$ cat src/rtl/imem_line_responder_if.sv
// Bundles the fetch-side imem request port and the backing-memory burst read port
// so the responder and its surroundings share one connection.
interface imem_line_responder_if;
  logic [31:0] imem_addr;
  logic [3:0]  imem_rmask;
  logic        imem_inval;
  logic [31:0] imem_rdata;
  logic        imem_resp;
  logic [31:0] bmem_addr;
  logic        bmem_read;
  logic        bmem_ready;
  logic        bmem_rvalid;
  logic [63:0] bmem_rdata;

  // Fetch stage plus backing memory: drives requests and burst beats.
  modport master (
    output imem_addr, imem_rmask, imem_inval, bmem_ready, bmem_rvalid, bmem_rdata,
    input  imem_rdata, imem_resp, bmem_addr, bmem_read
  );

  // Responder side.
  modport slave (
    input  imem_addr, imem_rmask, imem_inval, bmem_ready, bmem_rvalid, bmem_rdata,
    output imem_rdata, imem_resp, bmem_addr, bmem_read
  );
endinterface

$ cat src/rtl/imem_line_responder.sv
// Single-line instruction buffer: hits answer next cycle, misses burst-fill 4x64-bit beats.
// Optional macro IMEM_CRITICAL_WORD_BYPASS_EN answers as soon as the requested beat lands.
module imem_line_responder #(
  parameter int LINE_BEATS = 4
) (
  input logic                  clk,
  input logic                  rst_n,
  imem_line_responder_if.slave bus
);
  localparam int LINE_W = 64 * LINE_BEATS;

  typedef enum logic [1:0] {IDLE, MISS_REQ, MISS_FILL} state_t;

  state_t              state, state_nxt;
  logic                resp_q, resp_nxt;
  logic [31:0]         rdata_q, rdata_nxt;
  logic                read_q, read_nxt;
  logic [31:0]         baddr_q, baddr_nxt;
  logic                line_valid, line_valid_nxt;
  logic                kill_q, kill_nxt;
  logic [1:0]          beat_cnt, beat_cnt_nxt;
  logic [31:2]         req_addr;
  logic [31:5]         line_tag;
  logic [LINE_W-1:0]   line_data, fill_line;
  logic                req_seen, hit, beat_we, last_beat;
  logic                unused_addr_bits;

  function automatic logic [31:0] pick_word(input logic [LINE_W-1:0] line, input logic [2:0] idx);
    return line[32*idx +: 32];
  endfunction

  assign unused_addr_bits = ^bus.imem_addr[1:0];

  assign bus.imem_resp  = resp_q;
  assign bus.imem_rdata = rdata_q;
  assign bus.bmem_read  = read_q;
  assign bus.bmem_addr  = baddr_q;

  assign req_seen  = (state == IDLE) && (bus.imem_rmask != 4'd0);
  assign hit       = line_valid && (line_tag == bus.imem_addr[31:5]) && !bus.imem_inval;
  assign beat_we   = (state == MISS_FILL) && bus.bmem_rvalid;
  assign last_beat = beat_we && (beat_cnt == 2'(LINE_BEATS - 1));

  // Line as it will look after this cycle's beat, so the final word can be answered from it.
  always_comb begin
    fill_line = line_data;
    if (beat_we) fill_line[64*beat_cnt +: 64] = bus.bmem_rdata;
  end

  always_comb begin
    state_nxt      = state;
    resp_nxt       = 1'b0;
    rdata_nxt      = rdata_q;
    read_nxt       = read_q;
    baddr_nxt      = baddr_q;
    line_valid_nxt = line_valid;
    kill_nxt       = kill_q;
    beat_cnt_nxt   = beat_cnt;

    if (state != IDLE && bus.imem_inval) kill_nxt = 1'b1;

    case (state)
      IDLE: begin
        if (req_seen) begin
          if (hit) begin
            resp_nxt  = 1'b1;
            rdata_nxt = pick_word(line_data, bus.imem_addr[4:2]);
          end else begin
            state_nxt      = MISS_REQ;
            read_nxt       = 1'b1;
            baddr_nxt      = {bus.imem_addr[31:5], 5'b0};
            line_valid_nxt = 1'b0;
            kill_nxt       = 1'b0;
          end
        end
      end
      MISS_REQ: begin
        if (bus.bmem_ready) begin
          read_nxt     = 1'b0;
          beat_cnt_nxt = 2'd0;
          state_nxt    = MISS_FILL;
        end
      end
      MISS_FILL: begin
        if (beat_we) begin
          beat_cnt_nxt = beat_cnt + 2'd1;
`ifdef IMEM_CRITICAL_WORD_BYPASS_EN
          if (beat_cnt == req_addr[4:3]) begin
            resp_nxt  = 1'b1;
            rdata_nxt = pick_word(fill_line, req_addr[4:2]);
          end
`else
          if (last_beat) begin
            resp_nxt  = 1'b1;
            rdata_nxt = pick_word(fill_line, req_addr[4:2]);
          end
`endif
          if (last_beat) begin
            state_nxt      = IDLE;
            line_valid_nxt = !(kill_q || bus.imem_inval);
          end
        end
      end
      default: state_nxt = IDLE;
    endcase

    // An invalidate always wins over any valid update in the same cycle.
    if (bus.imem_inval) line_valid_nxt = 1'b0;
  end

  always_ff @(posedge clk or negedge rst_n) begin
    if (!rst_n) begin
      state      <= IDLE;
      resp_q     <= 1'b0;
      rdata_q    <= 32'd0;
      read_q     <= 1'b0;
      baddr_q    <= 32'd0;
      line_valid <= 1'b0;
      kill_q     <= 1'b0;
      beat_cnt   <= 2'd0;
    end else begin
      state      <= state_nxt;
      resp_q     <= resp_nxt;
      rdata_q    <= rdata_nxt;
      read_q     <= read_nxt;
      baddr_q    <= baddr_nxt;
      line_valid <= line_valid_nxt;
      kill_q     <= kill_nxt;
      beat_cnt   <= beat_cnt_nxt;
    end
  end

  always_ff @(posedge clk) begin
    if (req_seen)  req_addr  <= bus.imem_addr[31:2];
    if (beat_we)   line_data <= fill_line;
    if (last_beat) line_tag  <= req_addr[31:5];
  end
endmodule

$ cat src/flat_wrapper.sv
// flat-port wrapper written by rule: the top's interface ports become plain ports
module imem_line_responder_flat 
#(
  parameter int LINE_BEATS = 4
)
  (clk, rst_n, bus_imem_addr, bus_imem_rmask, bus_imem_inval, bus_bmem_ready, bus_bmem_rvalid, bus_bmem_rdata, bus_imem_rdata, bus_imem_resp, bus_bmem_addr, bus_bmem_read);
  imem_line_responder_if bus_i ();
  input logic clk;
  input logic rst_n;
  input wire logic [$bits(bus_i.imem_addr)-1:0] bus_imem_addr;
  input wire logic [$bits(bus_i.imem_rmask)-1:0] bus_imem_rmask;
  input wire logic [$bits(bus_i.imem_inval)-1:0] bus_imem_inval;
  input wire logic [$bits(bus_i.bmem_ready)-1:0] bus_bmem_ready;
  input wire logic [$bits(bus_i.bmem_rvalid)-1:0] bus_bmem_rvalid;
  input wire logic [$bits(bus_i.bmem_rdata)-1:0] bus_bmem_rdata;
  output wire logic [$bits(bus_i.imem_rdata)-1:0] bus_imem_rdata;
  output wire logic [$bits(bus_i.imem_resp)-1:0] bus_imem_resp;
  output wire logic [$bits(bus_i.bmem_addr)-1:0] bus_bmem_addr;
  output wire logic [$bits(bus_i.bmem_read)-1:0] bus_bmem_read;
  assign bus_i.imem_addr = bus_imem_addr;
  assign bus_i.imem_rmask = bus_imem_rmask;
  assign bus_i.imem_inval = bus_imem_inval;
  assign bus_i.bmem_ready = bus_bmem_ready;
  assign bus_i.bmem_rvalid = bus_bmem_rvalid;
  assign bus_i.bmem_rdata = bus_bmem_rdata;
  assign bus_imem_rdata = bus_i.imem_rdata;
  assign bus_imem_resp = bus_i.imem_resp;
  assign bus_bmem_addr = bus_i.bmem_addr;
  assign bus_bmem_read = bus_i.bmem_read;
  imem_line_responder #(.LINE_BEATS(LINE_BEATS)) u_core (.clk(clk), .rst_n(rst_n), .bus(bus_i));
endmodule
$ cat config.mk
export PLATFORM = sky130hd
export DESIGN_NAME = imem_line_responder_flat
export DESIGN_NICKNAME = d
export VERILOG_FILES = /design/src/rtl/imem_line_responder_if.sv /design/src/rtl/imem_line_responder.sv /design/src/flat_wrapper.sv
export SDC_FILE = /design/constraint.sdc
export NUM_CORES = 1
export LEC_CHECK = 0
export CAP_MARGIN = 20
export CORE_MARGIN = 2
export CORE_UTILIZATION = 59
export DETAILED_ROUTE_END_ITERATION = 6
export GPL_ROUTABILITY_DRIVEN = 0
export PLACE_DENSITY_LB_ADDON = 0.05
export SKIP_LAST_GASP = 1
export SLEW_MARGIN = 40
export SYNTH_ARGS = -nofsm -noshare
export SYNTH_HDL_FRONTEND = slang
export SYNTH_SLANG_ARGS = --single-unit
$ cat constraint.sdc
create_clock -name clk -period 10.15 [get_ports clk]
set_input_delay 2.03 -clock clk [delete_from_list [all_inputs] [get_ports clk]]
set_output_delay 2.03 -clock clk [all_outputs]
set_load 0.01 [all_outputs]
### After elaboration in Yosys (flattened, before gate mapping)

Index checks and enable logic that the tools add are counted.

| word-level totals | value |
|---|---|
| flip-flop bits (word level) | 380 |
| input bits | 105 |
| word-level logic and storage cells | 89 |

| operators by class | value |
|---|---|
| add/subtract/negate cells | 2 |
| eq/ne operators | 14 |
| shift-type cells | 4 |
| muxes and demuxes | 35 |
| bitwise logic cells | 1 |
| reductions and logical operators | 22 |

Operator list:

| cell | count |
|---|---|
| indexed part select 256 x 9 -> 32 bit | 2 |
| bitwise mux 256 bit | 1 |
| two-way mux 256 bit | 1 |
| variable shift 64 x 34 -> 256 bit, first input constant | 1 |
| indexed part select 64 x 34 -> 256 bit | 1 |
| two-way mux 32 bit | 4 |
| one-hot mux 32 bit (2 select lines) | 1 |
| negation 8 -> 34 bit | 1 |
| == test 27 bit | 1 |
| two-way mux 1 bit | 16 |
| AND reduction 5 bit | 3 |
| two-way mux 2 bit | 7 |
| inequality test 3 x 2 -> 1 bit, second input constant | 3 |
| inequality test 2 x 1 -> 1 bit, second input constant | 4 |
| nonzero test 2 bit | 4 |
| logical AND 1 bit | 6 |
| one-hot mux 1 bit (2 select lines) | 3 |
| one-hot mux 2 bit (3 select lines) | 1 |
| AND reduction 3 bit | 2 |
| == test 2 bit, second input constant | 2 |
| inequality test 2 bit, second input constant | 2 |
| one-hot mux 2 bit (2 select lines) | 1 |
| AND reduction 4 bit | 1 |
| nonzero test 4 bit | 1 |
| other kinds (8) | 9 |

### Longest topological paths before layout

| depth | value |
|---|---|
| word-level depth | 8 |
| depth in mapped cells | 13 |
| gate-level depth less buffers | 8 |

### Worst setup path after synthesis

OpenSTA, ideal clock, no wires.

| timing path | value |
|---|---|
| path type | in2reg |
| from | in bus_bmem_rvalid |
| to | reg u_core.beat_cnt[0] |
| arrival | 8.663 ns |
| slack | 1.058 ns |
| cell stages on the path | 3 |
| buffers on the path | 1 |
| cell sequence | buf_6 and2_1 a221oi_1 |

| on the way | value |
|---|---|
| cells in the longest elaborated chain, start to end | 3 |

Ends and longest elaborated chain:

| what | line | RTL |
|---|---|---|
| start, declared | flat_wrapper.sv:14 | `input wire logic [$bits(bus_i.bmem_rvalid)-1:0] bus_bmem_rvalid;` |
| logical AND 1 bit | imem_line_responder.sv:41 | `assign beat_we = (state == MISS_FILL) && bus.bmem_rvalid;` |
| net u_core.beat_we | imem_line_responder.sv:25 | `logic req_seen, hit, beat_we, last_beat;` |
| inequality test 2 x 1 -> 1 bit (no line) | n/a |  |
| AND reduction 3 bit (no line) | n/a |  |
| end signal, assigned | imem_line_responder.sv:129 | `beat_cnt <= beat_cnt_nxt;` |
| end, declared | imem_line_responder.sv:21 | `logic [1:0] beat_cnt, beat_cnt_nxt;` |

The timed path passes the listed nets, and every way through them passes these cells.
A chain may end at the register's enable or synchronous reset.

### Final worst setup path

| timing path | value |
|---|---|
| from | in bus_bmem_rvalid |
| to | reg u_core.rdata_q[21], in the netlist u_core.bus.imem_rdata[21] |

| on the way | value |
|---|---|
| cells in the longest elaborated chain, start to end | 6 |
| elaborated cells between the ends (all ways) | 10 |

Ends and longest elaborated chain:

| what | line | RTL |
|---|---|---|
| logical AND 1 bit | imem_line_responder.sv:41 |  |
| two-way mux 256 bit | imem_line_responder.sv:47 | `if (beat_we) fill_line[64*beat_cnt +: 64] = bus.bmem_rdata;` |
| net u_core.fill_line[21] | imem_line_responder.sv:24 | `logic [LINE_W-1:0] line_data, fill_line;` |
| indexed part select 256 x 9 -> 32 bit | imem_line_responder.sv:29 | `return line[32*idx +: 32];` |
| two-way mux 32 bit | imem_line_responder.sv:93 | `if (last_beat) begin` |
| two-way mux 32 bit | imem_line_responder.sv:85 | `if (beat_we) begin` |
| one-hot mux 32 bit (2 select lines) | imem_line_responder.sv:62 | `case (state)` |
| end signal, assigned | imem_line_responder.sv:124 | `rdata_q <= rdata_nxt;` |
| end, declared | imem_line_responder.sv:16 | `logic [31:0] rdata_q, rdata_nxt;` |

The timed path passes the listed nets, and every way through them passes these cells. The select of a mux whose other input is x is not followed.

==> reports/qor.txt <==
initial drt markers: 2,323
Nets: 1,731
die height: 188 microns
# setup viols final: 0
crit share post-route: 0.5409
CTS sink cnt: 380
reg2reg path depth: 10
Root Driver: clkbuf_16
hold endpoint: u_core.line_tag[22]
global route overflow: 0
ANT cells: 0
Critical Path Fanout Max: 37
commonest non-fill, non-tap cell in the layout: edfxtp_1
post-synth top area share: 0.4705
Total GRT Usage: 0.3317
vias: 15,290
setup_tns: 0 ns
final WL: 58,830 microns
post-synthesis cell type count: 75
Starting Density: 0.5972
Slew Viols, Final: 0
Die ar.: 35,340 sq um
crit path kind: input pin to flop
Syn Area/Cell: 13.17 sq um
Clock Tree Buf Depth: 3
CP startpoint kind: input pin
hold violation count in the final report: 0
r2r startpoint: u_core.beat_cnt[0]
Max Cap Violations: 0
minimum clock period: 5.490 ns
flop2flop setup slack: 5.98 ns
fmax: 182.1 MHz
Placed Cells: 2,024
DR vias/cell: 7.279
RSZ-0062 raised after global routing: false
share of synthesized flip-flops with an asynchronous set or reset: 0.1763
Core ar.: 33,450 sq um
Area Growth Syn to Fin: 15.49%
non-filler cells, final: 2,100
Critical Path RT: 10.62 ns
number of enable flip-flop cells after synthesis: 313
IO buf count: 163
initial antenna violation count: 1
pin count of the biggest net entering global routing: 87
# Post-CTS Setup Buffers: 0
CTS Hold Buffers Added: 0
DIE WIDTH: 188 microns
WL per Instance: 28.02 microns
Post-Synthesis Cells: 1,517
Rows: 67
Critical Path End Type: flop
Synth Register Bits: 380
storage element area: 11,080 sq um
most frequent cells in the layout: 313 x edfxtp_1, 207 x a22o_1, 159 x clkdlybuf4s50_1
hold path start: u_core.req_addr[22]
Fillers: 2,357
CTS resizes: 0
Synth area leaders: edfxtp_1 47%, a22o_1 9.1%, dfrtp_1 8.4%
leak pwr: 8.215 nW
Reg clk slew, reported paths: 0.06 ns
Seq/Total Area, Yosys: 0.5545
Hold Crit Depth: 0
detailed-router iteration count before antenna repair: 6
DP HPWL: 34,180 microns
Synth Flop Type: edfxtp_1
post-synth top area cell: edfxtp_1
footprint of the multi-input gates: 8167 sq um
global-route wire length before repair: 90,270 microns
Power Density: 231.2 nW/um^2
# H-tree levels: 2
Worst-Skew Late Latency: 0.56 ns
result of the run: finished, final reports clean
# DRC: 0
hold crit path type: flop to flop
Setup Skew: 0.01666 ns
vias in the first global route: 15,320
CTS tree: yes
layout cells sized above 1: 0.1453
Arr. time, crit path: 5.96 ns
Num CTS Buffers: 42
yosys warns: 0
RR Endpoint: u_core.bus.imem_rdata[21]
Peak VDD IR: 0.2112 mV
# IOs: 171
Slew HR: 0.4228
worst slew pin tran: 0.8657 ns
ANT nets after route: 0
post-synthesis cell area: 19,980 sq um
[power breakdown]
group / leakage (nW) / switching [mW] / internal, mW
clock network: 0.626 / 0.637 / 0.808
registers: 3.70 / 0.170 / 2.07
logic: 3.89 / 0.947 / 0.704
total: 8.21 / 1.75 / 3.58
[final cells by class]
cell class              instances  share of cell area
multi-input cells             979              0.3540
flip-flops and latches        380              0.4801
clock inverters                24            0.006725
clock buffers                  51             0.04838
repair buffers                200             0.08347
inverters                      18            0.003037
well taps                     448             0.02430
[synthesized netlist by cell type, types with 4 or more instances]
cell type and n:
and2_1 9, a32oi_1 8, o211ai_1 9, a2111o_1 4, o311ai_1 4, buf_2 47, a31oi_1 26, o22ai_1 13
o32ai_1 4, nand2_1 140, xor2_1 24, nor2_1 50, nand3_1 72, and3_1 6, a21oi_1 28, mux2i_1 33
buf_6 11, buf_1 15, a211o_1 4, o22a_1 7, mux2_2 55, nand2b_1 8, clkbuf_1 58, ha_1 5
mux4_2 65, nor4_1 13, a222oi_1 6, a22o_1 207, edfxtp_1 313, o21ai_1 5, inv_1 15, o221ai_1 4
nor2b_1 4, a221oi_1 20, o21ai_0 18, a32o_1 13, o2111a_1 5, a22oi_1 17, buf_4 13, nand4_1 4
o311ai_0 5, dfrtp_1 67, a221o_1 27, a21o_1 5
[worst max-delay path: stages]
cell,delay [ns]
clkdlybuf4s50_1,0.87
and4b_1,0.79
buf_4,0.42
and2_1,0.40
buf_4,0.54
a22o_1,0.25
mux2i_1,0.08
a221o_1,0.37
a31oi_1,0.17
[worst max-delay path by stage]
stage                     from  slack (ns)                        end
5_1_grt        bus_bmem_rvalid        4.62  u_core.bus.imem_rdata[21]
6_report       bus_bmem_rvalid        4.66  u_core.bus.imem_rdata[21]
3_3_place_gp   bus_bmem_rvalid        4.09  u_core.bus.imem_rdata[29]
4_1_cts        bus_bmem_rvalid        4.79  u_core.bus.imem_rdata[21]
3_5_place_dp   bus_bmem_rvalid        4.23  u_core.bus.imem_rdata[21]
2_1_floorplan  bus_bmem_rvalid        1.06         u_core.beat_cnt[0]
[kinds of logic (layout without fill, tap and decap cells)]
group,Yosys count,after routing,share of synthesized area
mux,154,154,0.1214
compound gates,455,455,0.1872
buf+inv,162,293,0.03996
other cells,1,5,0.0001877
flops,380,380,0.5545
xor+xnor,27,27,0.01184
simple gates,333,333,0.08180
fa+ha+maj,5,5,0.003132
[sequential cells by signal, summed over array words and instances, names as in the netlist, 2 cells and up]
signal                 cells
u_core.beat_cnt            2
u_core.line_tag           27
u_core.bus.imem_rdata     32
u_core.state               2
u_core.req_addr           30
u_core.bus.bmem_addr      27
u_core.line_data         256
[metal layers]
metal	global-route usage	wire length (microns)	vias up
met5	0	13	-
met3	0.06962	6525	185
li1	-	-	6413
met2	0.5187	26960	1139
met4	0.1439	2605	2
met1	0.4528	22730	7546
[per-stage QoR]
step | total power [mW] | area (sq um) | hold WS, ns | setup WS (ns) | util
global placement | 3.830 | 21740 | 0.4005 | 4.089 | 0.6499
global route | 5.523 | 23070 | 0.4212 | 4.623 | 0.6897
detailed placement | 3.871 | 21770 | 0.4045 | 4.228 | 0.6509
finish | 5.333 | 23070 | 0.4121 | 4.660 | 0.6897
floorplan | 3.268 | 19990 | 0.4003 | 1.058 | -
CTS | 5.309 | 23040 | 0.4130 | 4.790 | 0.6889
No activity file was read; power rests on OpenSTA's default activity.
